==> src/rtl/count_mon_pkg.sv <==
// Shared types and helpers for the decade count stream monitor.
// The next_bcd helper defines the legal successor of a count, wrapping at max.
package count_mon_pkg;

  typedef enum logic {
    IDLE  = 1'b0,
    TRACK = 1'b1
  } state_t;

  localparam int MAX_DEFAULT = 9;

  function automatic logic [3:0] next_bcd(input logic [3:0] value, input logic [3:0] max);
    return (value >= max) ? 4'd0 : value + 4'd1;
  endfunction

endpackage

==> src/rtl/decade_count_monitor_if.sv <==
// Sample stream into the monitor plus its status/statistics readout.
// valid is a one-cycle strobe with no ready: every cycle valid is high, Count is consumed; no backpressure exists.
interface decade_count_monitor_if #(
  parameter int ERR_W = 8
);
  logic             valid;
  logic [3:0]       Count;
  logic             locked;
  logic             err_pulse;
  logic [ERR_W-1:0] err_count;
  logic [ERR_W-1:0] wrap_count;
  logic             fault;
  logic [3:0]       first_bad_value;
  logic [3:0]       first_bad_expected;

  modport master (
    output valid, Count,
    input  locked, err_pulse, err_count, wrap_count, fault,
           first_bad_value, first_bad_expected
  );

  modport slave (
    input  valid, Count,
    output locked, err_pulse, err_count, wrap_count, fault,
           first_bad_value, first_bad_expected
  );
endinterface

==> src/rtl/decade_count_monitor_sat_counter.sv <==
// Saturating up-counter with synchronous clear; holds at all-ones.
module sat_counter #(
  parameter int W = 8
) (
  input  logic         clk,
  input  logic         rst,
  input  logic         clr,
  input  logic         inc,
  output logic [W-1:0] q
);

  always_ff @(posedge clk or negedge rst) begin
    if (!rst) begin
      q <= '0;
    end else if (clr) begin
      q <= '0;
    end else if (inc && (q != {W{1'b1}})) begin
      q <= q + 1'b1;
    end
  end

endmodule

==> src/rtl/decade_count_monitor.sv <==
// Receive-side checker for a BCD count stream: locks to 0..MAX, flags skips,
// repeats and out-of-range samples, and keeps wrap/error statistics plus a sticky first fault.
module decade_count_monitor
  import count_mon_pkg::*;
#(
  parameter int MAX        = MAX_DEFAULT,
  parameter int ERR_W      = 8,
  parameter bit ALLOW_HOLD = 1'b1
) (
  input  logic                  clk,
  input  logic                  rst,
  input  logic                  clr,
  decade_count_monitor_if.slave bus,
  output state_t                dbg_state
);

  localparam logic [3:0] MAX_V = 4'(MAX);

  state_t     state, state_nx;
  logic [3:0] prev, prev_nx;
  logic [3:0] exp_q, exp_nx;
  logic       err;
  logic       wrap_inc;
  logic [3:0] bad_exp;
  logic       err_pulse_q;
  logic       fault_q;
  logic [3:0] fbv_q, fbe_q;

  always_comb begin
    state_nx = state;
    prev_nx  = prev;
    exp_nx   = exp_q;
    err      = 1'b0;
    wrap_inc = 1'b0;
    bad_exp  = 4'hF;
    if (bus.valid && !clr) begin
      case (state)
        IDLE: begin
          if (bus.Count <= MAX_V) begin
            state_nx = TRACK;
            prev_nx  = bus.Count;
            exp_nx   = next_bcd(bus.Count, MAX_V);
          end else begin
            err = 1'b1;
          end
        end
        TRACK: begin
          bad_exp = exp_q;
          if (bus.Count == exp_q) begin
            wrap_inc = (prev == MAX_V) && (bus.Count == 4'd0);
            prev_nx  = bus.Count;
            exp_nx   = next_bcd(bus.Count, MAX_V);
          end else if ((bus.Count == prev) && (ALLOW_HOLD == 1'b1)) begin
            state_nx = TRACK;
          end else if (bus.Count <= MAX_V) begin
            // Resynchronise on the bad value so one glitch costs one error.
            err     = 1'b1;
            prev_nx = bus.Count;
            exp_nx  = next_bcd(bus.Count, MAX_V);
          end else begin
            err      = 1'b1;
            state_nx = IDLE;
          end
        end
        default: state_nx = IDLE;
      endcase
    end
  end

  always_ff @(posedge clk or negedge rst) begin
    if (!rst) begin
      state       <= IDLE;
      prev        <= 4'd0;
      exp_q       <= 4'd0;
      err_pulse_q <= 1'b0;
      fault_q     <= 1'b0;
      fbv_q       <= 4'd0;
      fbe_q       <= 4'd0;
    end else if (clr) begin
      state       <= IDLE;
      prev        <= 4'd0;
      exp_q       <= 4'd0;
      err_pulse_q <= 1'b0;
      fault_q     <= 1'b0;
      fbv_q       <= 4'd0;
      fbe_q       <= 4'd0;
    end else begin
      state       <= state_nx;
      prev        <= prev_nx;
      exp_q       <= exp_nx;
      err_pulse_q <= err;
      if (err && !fault_q) begin
        fault_q <= 1'b1;
        fbv_q   <= bus.Count;
        fbe_q   <= bad_exp;
      end
    end
  end

  sat_counter #(.W(ERR_W)) u_err_cnt (
    .clk (clk),
    .rst (rst),
    .clr (clr),
    .inc (err),
    .q   (bus.err_count)
  );

  sat_counter #(.W(ERR_W)) u_wrap_cnt (
    .clk (clk),
    .rst (rst),
    .clr (clr),
    .inc (wrap_inc),
    .q   (bus.wrap_count)
  );

  assign bus.locked             = (state == TRACK);
  assign bus.err_pulse          = err_pulse_q;
  assign bus.fault              = fault_q;
  assign bus.first_bad_value    = fbv_q;
  assign bus.first_bad_expected = fbe_q;
  assign dbg_state              = state;

endmodule

==> src/flat_wrapper.sv <==
// flat-port wrapper written by rule: the top's interface ports become plain ports
module decade_count_monitor_flat import count_mon_pkg::*;
#(
  parameter int MAX        = MAX_DEFAULT,
  parameter int ERR_W      = 8,
  parameter bit ALLOW_HOLD = 1'b1
)
  (clk, rst, clr, dbg_state, bus_valid, bus_Count, bus_locked, bus_err_pulse, bus_err_count, bus_wrap_count, bus_fault, bus_first_bad_value, bus_first_bad_expected);
  decade_count_monitor_if #(.ERR_W(ERR_W)) bus_i ();
  input  logic clk;
  input  logic rst;
  input  logic clr;
  output state_t dbg_state;
  input wire logic [$bits(bus_i.valid)-1:0] bus_valid;
  input wire logic [$bits(bus_i.Count)-1:0] bus_Count;
  output wire logic [$bits(bus_i.locked)-1:0] bus_locked;
  output wire logic [$bits(bus_i.err_pulse)-1:0] bus_err_pulse;
  output wire logic [$bits(bus_i.err_count)-1:0] bus_err_count;
  output wire logic [$bits(bus_i.wrap_count)-1:0] bus_wrap_count;
  output wire logic [$bits(bus_i.fault)-1:0] bus_fault;
  output wire logic [$bits(bus_i.first_bad_value)-1:0] bus_first_bad_value;
  output wire logic [$bits(bus_i.first_bad_expected)-1:0] bus_first_bad_expected;
  assign bus_i.valid = bus_valid;
  assign bus_i.Count = bus_Count;
  assign bus_locked = bus_i.locked;
  assign bus_err_pulse = bus_i.err_pulse;
  assign bus_err_count = bus_i.err_count;
  assign bus_wrap_count = bus_i.wrap_count;
  assign bus_fault = bus_i.fault;
  assign bus_first_bad_value = bus_i.first_bad_value;
  assign bus_first_bad_expected = bus_i.first_bad_expected;
  decade_count_monitor #(.MAX(MAX), .ERR_W(ERR_W), .ALLOW_HOLD(ALLOW_HOLD)) u_core (.clk(clk), .rst(rst), .clr(clr), .bus(bus_i), .dbg_state(dbg_state));
endmodule
==> config.mk <==
export PLATFORM = sky130hd
export DESIGN_NAME = decade_count_monitor_flat
export DESIGN_NICKNAME = d
export VERILOG_FILES = /design/src/rtl/count_mon_pkg.sv /design/src/rtl/decade_count_monitor_if.sv /design/src/rtl/decade_count_monitor_sat_counter.sv /design/src/rtl/decade_count_monitor.sv /design/src/flat_wrapper.sv
export SDC_FILE = /design/constraint.sdc
export NUM_CORES = 1
export LEC_CHECK = 0
export ABC_CLOCK_PERIOD_IN_PS = 2200
export CAP_MARGIN = 0
export CORE_AREA = 2 2 66 68
export CTS_CLUSTER_SIZE = 25
export DETAILED_ROUTE_END_ITERATION = 16
export DIE_AREA = 0 0 68 70
export HOLD_SLACK_MARGIN = 0.08
export PLACE_DENSITY = 0.78
export SETUP_SLACK_MARGIN = 0.4
export SLEW_MARGIN = 20
export SYNTH_ARGS = -nofsm -noshare
export SYNTH_HDL_FRONTEND = slang
export SYNTH_SLANG_ARGS = --single-unit
==> constraint.sdc <==
create_clock -name clk -period 2.2 [get_ports clk]
set_input_delay 0.44 -clock clk [delete_from_list [all_inputs] [get_ports clk]]
set_output_delay 0.44 -clock clk [all_outputs]
set_load 0.05 [all_outputs]
Word level (Yosys, flattened, before mapping)
Index checks and enable logic that the tools add are counted.

word-level totals
  register bits = 35
  bits of input ports = 8
  output and inout bits = 28
  logic and storage cells = 74

operators by class
  $add $sub $neg = 3
  order comparisons = 2
  equality and inequality tests = 6
  mux-type cells = 40
  bitwise logic cells = 1
  reduce and logical (&&, ||, !) cells = 13

operator list
  kind                                                      count
  2-to-1 mux 4 bit                                          17
  2-to-1 mux 8 bit                                          4
  adder 8 x 1 -> 8 bit, second input constant               2
  inequality test 8 bit, second input constant              2
  one-hot mux 4 bit (2 select lines)                        2
  2-to-1 mux 1 bit                                          15
  == test 4 bit                                             2
  nonzero test 2 bit                                        4
  logical AND 1 bit                                         5
  adder 4 x 1 -> 4 bit, second input constant               1
  == test 4 bit, second input constant                      1
  greater-or-equal comparator 4 bit, second input constant  1
  <= comparator 4 bit, second input constant                1
  logical NOT 4 bit                                         1
  inequality test 4 bit, second input constant              1
  one-hot mux 1 bit (2 select lines)                        2
  logical NOT 1 bit                                         2
  AND reduction 2 bit                                       1
  NOT 1 bit                                                 1

Depth between registers and ports, before layout
  depth in word-level cells = 8
  mapped depth = 9

By module
A second synthesis with hierarchy kept.

second synthesis, totals
  cells, all modules = 222
  area total of the unflattened synthesis = 2165.8 µm²

modules (own cells, without submodules)
  module                instances  cells an instance  area an instance (µm²)
  decade_count_monitor  1          124                1237.4
  sat_counter           2          49                 464.2

Worst setup path after synthesis
No wires, ideal clock.

  path kind = input -> register
  start = input port bus_Count[1]
  end = register u_core.u_wrap_cnt.q[7]
  arrival time = 1.940 ns
  required time = 2.075 ns
  path slack = 0.135 ns
  stages on the path = 8
  path buffers = 1
  cell sequence = buf_6 inv_1 ha_1 nor4b_1 nand4b_1 nor4_4 nand2_2 mux2_4

on the way
  word-level cells in the longest chain between the ends = 7

ends and longest elaborated chain
  item                            RTL line                                RTL
  start: declaration              flat_wrapper.sv:15                      input wire logic [$bits(bus_i.Count)-1:0] bus_Count;
  logical NOT 4 bit               decade_count_monitor.sv:50              wrap_inc = (prev == MAX_V) && (bus.Count == 4'd0);
  logical AND 1 bit               decade_count_monitor.sv:50
  2-to-1 mux 1 bit *              decade_count_monitor.sv:49              if (bus.Count == exp_q) begin
  2-to-1 mux 1 bit *              decade_count_monitor.sv:37              case (state)
  2-to-1 mux 1 bit *              decade_count_monitor.sv:36              if (bus.valid && !clr) begin
  logical AND 1 bit *             decade_count_monitor_sat_counter.sv:17  end else if (inc && (q != {W{1'b1}})) begin
  nonzero test 2 bit (no line) *  -
  end signal: assignment          decade_count_monitor_sat_counter.sv:18  q <= q + 1'b1;
  end: declaration                decade_count_monitor_sat_counter.sv:9   output logic [W-1:0] q

Every way passes the cells marked *; elsewhere a longest branch is shown, timed or not.
A chain may end at the register's enable or synchronous reset.

Final worst setup path
  start = register u_core.exp_q[1]
  end = register u_core.exp_q[3]

on the way
  word-level cells in the longest chain between the ends = 5

ends and longest elaborated chain
  item                                RTL line                    RTL
  start: declaration                  decade_count_monitor.sv:21  logic [3:0] exp_q, exp_nx;
  start signal: assignment            decade_count_monitor.sv:90  exp_q <= exp_nx;
  == test 4 bit *                     decade_count_monitor.sv:49
  2-to-1 mux 4 bit                    decade_count_monitor.sv:49
  one-hot mux 4 bit (2 select lines)  decade_count_monitor.sv:37
  2-to-1 mux 4 bit                    decade_count_monitor.sv:36
  2-to-1 mux 4 bit                    decade_count_monitor.sv:79  end else if (clr) begin

Every way passes the cells marked *; elsewhere a longest branch is shown, timed or not. The select of a mux whose other input is x is not followed.

==> impl_metrics.py <==
metrics = {
    "power": {
        "peakVddDrop_mv": 0.262,
        "combPwrFrac_pct": 27.1,
        "clkPwrFrac_pct": 29.5,
        "switching_share_pct": 32.2,
        "power_leakage_nw": 1.43,
        "p_int_w": 0.00109,
        "p_per_area_nw_per_um2": 497,
        "seqPwrFrac_pct": 43.4,
        "power.switching_w": 0.000517,
    },
    "critical_path": {
        "cp_top_family": "compound AO/OA/AOI/OAI gates",
        "worstPathMaxFanout": 6,
        "path_cells": "xor2_2 > or3_4 > buf_6 > o211ai_1 > o221ai_2 > o2bb2ai_2",
        "start_kind": "flip-flop",
        "cp_slowest_stage_delay_ns": 0.46,
        "end_kind": "flip-flop",
        "cp_data_arrival_time_ns": 2.16,
        "crit_buf_inv": 1,
        "cpMaxStageDelayCell": "or3_4",
        "path_class": "flip-flop to flip-flop",
        "required_ns": 2.38,
    },
    "synthesis": {
        "synth-seq-cells": 35,
        "synth_seq_area_share_pct": 42.3,
        "syn_area_per_cell_sq_um": 9.54,
        "netlist_instances": 217,
        "ys_dominant_reg_cell": "dfrtp_1",
        "synth_edf_count": 0,
        "ys_async_sr_fraction_pct": 100,
        "netlist_area_sq_um": 2070,
        "syn-num-nets": 231,
        "yosys_warnings": 0,
        "yosysUniqueCellTypes": 53,
    },
    "routing": {
        "via_count": 2138,
        "drc": 0,
        "ant_nets": 0,
        "routed_wl_microns": 6610,
        "dr.pass1.iters": 5,
        "vias_per_cell": 6.13,
        "drt-wirelength-per-cell_microns": 18.9,
        "first_iter_violations": 144,
    },
    "run_status": {
        "status": "finished, final reports clean",
    },
    "cts": {
        "cts-root-buf": "clkbuf_8",
        "clock_sinks": 35,
        "holdBufCountCts": 0,
        "cts_buffer_depth": 2,
        "clk_pin_slew_ns": 0.07,
        "numCtsBuffers": 5,
        "clk_latency_ns": 0.30,
        "cts_tree": "yes",
        "h-tree-depth": 2,
    },
    "sta": {
        "finalMaxSlewViolations": 0,
        "period_minus_slack_ns": 1.98,
        "whs_ns": 0.478,
        "finalSetupTns_ns": 0,
        "maxSlewHeadroom_pct": 66.8,
        "fmax_ghz": 0.505,
        "final_hold_viol_count": 0,
        "finalCritPeriodShare_pct": 90.0,
        "clock_skew_ns": 0.00492,
        "worstMarginPinSlew_ns": 0.500,
        "setup_viol": 0,
        "rsz0062_at_grt": "yes",
    },
    "run": {
        "cap_violations": 0,
    },
    "layout": {
        "diodes": 0,
        "nets": 311,
        "post-route-util_pct": 78.1,
        "area_growth_pct": 56.3,
        "layout-drive-gt1-share_pct": 39.4,
        "design_area_sq_um": 3240,
    },
    "floorplanning": {
        "die-area_sq_um": 4760,
        "start_util_pct": 50.0,
        "die_h_microns": 70,
        "core-area_sq_um": 4140,
        "rows": 24,
        "die_w_microns": 68,
        "pin_count": 36,
    },
    "place": {
        "postPlaceCellArea_sq_um": 2770,
        "hpwl_microns": 3680,
        "gp_congestion": 0.854,
        "port_buffers": 35,
    },
    "global_route": {
        "grtUsageTotal_pct": 28.7,
        "antenna_found_initial": 0,
        "grt_pass1_wl_microns": 10200,
        "grt_pass1_vias": 2055,
        "grt_max_degree": 36,
        "grt_remaining_overflow": 0,
    },
    "hold_path": {
        "hp-class": "primary input to flip-flop",
    },
}
tightest hold or removal path, cell delays in order:
cell	delay (ns)
buf_2	0.15
nand3_1	0.08
a21oi_1	0.06
state kept, by name, indices dropped and copies added, names as in the netlist, 4 cells and up:
| name | cells |
|---|---|
| u_core.prev | 4 |
| u_core.u_err_cnt.q | 8 |
| u_core.bus.first_bad_value | 4 |
| u_core.exp_q | 4 |
| u_core.u_wrap_cnt.q | 8 |
| u_core.bus.first_bad_expected | 4 |
metal layers:
| layer | track usage, % | part of all wire (%) |
|---|---|---|
| met5 | 0 | 0 |
| met4 | 12.2 | 4.0 |
| met3 | 8.05 | 6.4 |
| met2 | 45.7 | 50 |
| met1 | 35.9 | 40 |
power groups by stage:
| stage | registers [W] | clock network (W) | logic (W) |
|---|---|---|---|
| 2_1_floorplan | 0.000762 | 0 | 0.000169 |
| 3_3_place_gp | 0.000707 | 0 | 0.000345 |
| 3_5_place_dp | 0.000707 | 0 | 0.000353 |
| 4_1_cts | 0.000695 | 0.000476 | 0.000396 |
| 5_1_grt | 0.000701 | 0.000506 | 0.000460 |
| 6_report | 0.000698 | 0.000474 | 0.000435 |
Yosys cell counts, types with 5 or more instances:
cell type  number  share of area, %
ha_1            6               3.6
nand2_1        17               3.1
clkbuf_1        5              0.91
inv_1          10               1.8
xnor2_1        10               4.2
o21ai_0        10               2.4
mux2i_1         6               2.9
dfrtp_1        35                42
a21oi_1        15               3.6
nor2b_1         5               1.5
nand3_1        12               2.9
nor2_1         16               2.9
stage by stage:
stage                     total power (W)  setup slack, ns  instances
final                             0.00161            0.220        349
after global routing              0.00167            0.158        349
after CTS                         0.00157            0.277        340
after detailed placement          0.00106           -0.351        322
after global placement            0.00105           -0.335        322
after floorplan                  0.000931            0.176        217
placed cells by master (no fill, tap or decap), drive strengths merged, types with 4 or more instances in the layout:
cell type | Yosys | final
buf | 7 | 53
dfrtp | 35 | 35
dlygate4sd2 | 0 | 26
nand2 | 18 | 18
nor2 | 16 | 16
a21oi | 15 | 15
nand3 | 12 | 12
xnor2 | 10 | 10
o21ai | 10 | 10
inv | 10 | 9
clkbuf | 5 | 8
mux2i | 6 | 6
ha | 6 | 6
nor2b | 5 | 5
nor4 | 5 | 5
xor2 | 4 | 4
nor3 | 4 | 4
kinds of logic (layout without fill, tap and decap cells):
kind of cell	Yosys count	count (layout)	synth area share, %
flops	35	35	42.3
mux	8	8	4.17
xor+xnor	14	14	6.28
fa+ha+maj	6	6	3.63
simple gates	82	82	21.5
buf+inv	24	103	5.80
compound gates	48	49	16.3
layout make-up:
cell class                 count  area, sq um
sequential                    35          877
clock buffer                   6         82.6
tap                           52         65.1
inverter                      12         58.8
fill                         245          908
timing repair buffer          84          714
multi-input combinational    159         1430
clock inverter                 1         5.00
worst paths after layout:
kind	to	cells past startpoint	slack (ns)	from
max reg2reg	u_core.exp_q[3]$_DFFE_PN0P_	6	0.22	u_core.exp_q[1]$_DFFE_PN0P_
min reg2reg	u_core.bus.first_bad_value[2]$_DFFE_PN0P_	2	0.54	u_core.bus.first_bad_value[2]$_DFFE_PN0P_
max	u_core.exp_q[3]$_DFFE_PN0P_	6	0.22	u_core.exp_q[1]$_DFFE_PN0P_
min in group asynchronous	u_core.bus.first_bad_expected[1]$_DFFE_PN0P_	2	0.56	rst
min	u_core.bus.first_bad_value[2]$_DFFE_PN0P_	3	0.48	bus_Count[2]
max in group asynchronous	u_core.bus.locked$_DFFE_PN0P_	2	1.30	rst
what timing repair did:
| action | in CTS | in global routing |
|---|---|---|
| pin swaps | 29 | 23 |
| setup buffers | 10 | 9 |
| endpoints found under the setup margin | 63 | 39 |
| resized for setup | 86 | 24 |
| gates cloned | 1 | 0 |
Power figures use the tool's default switching activity.
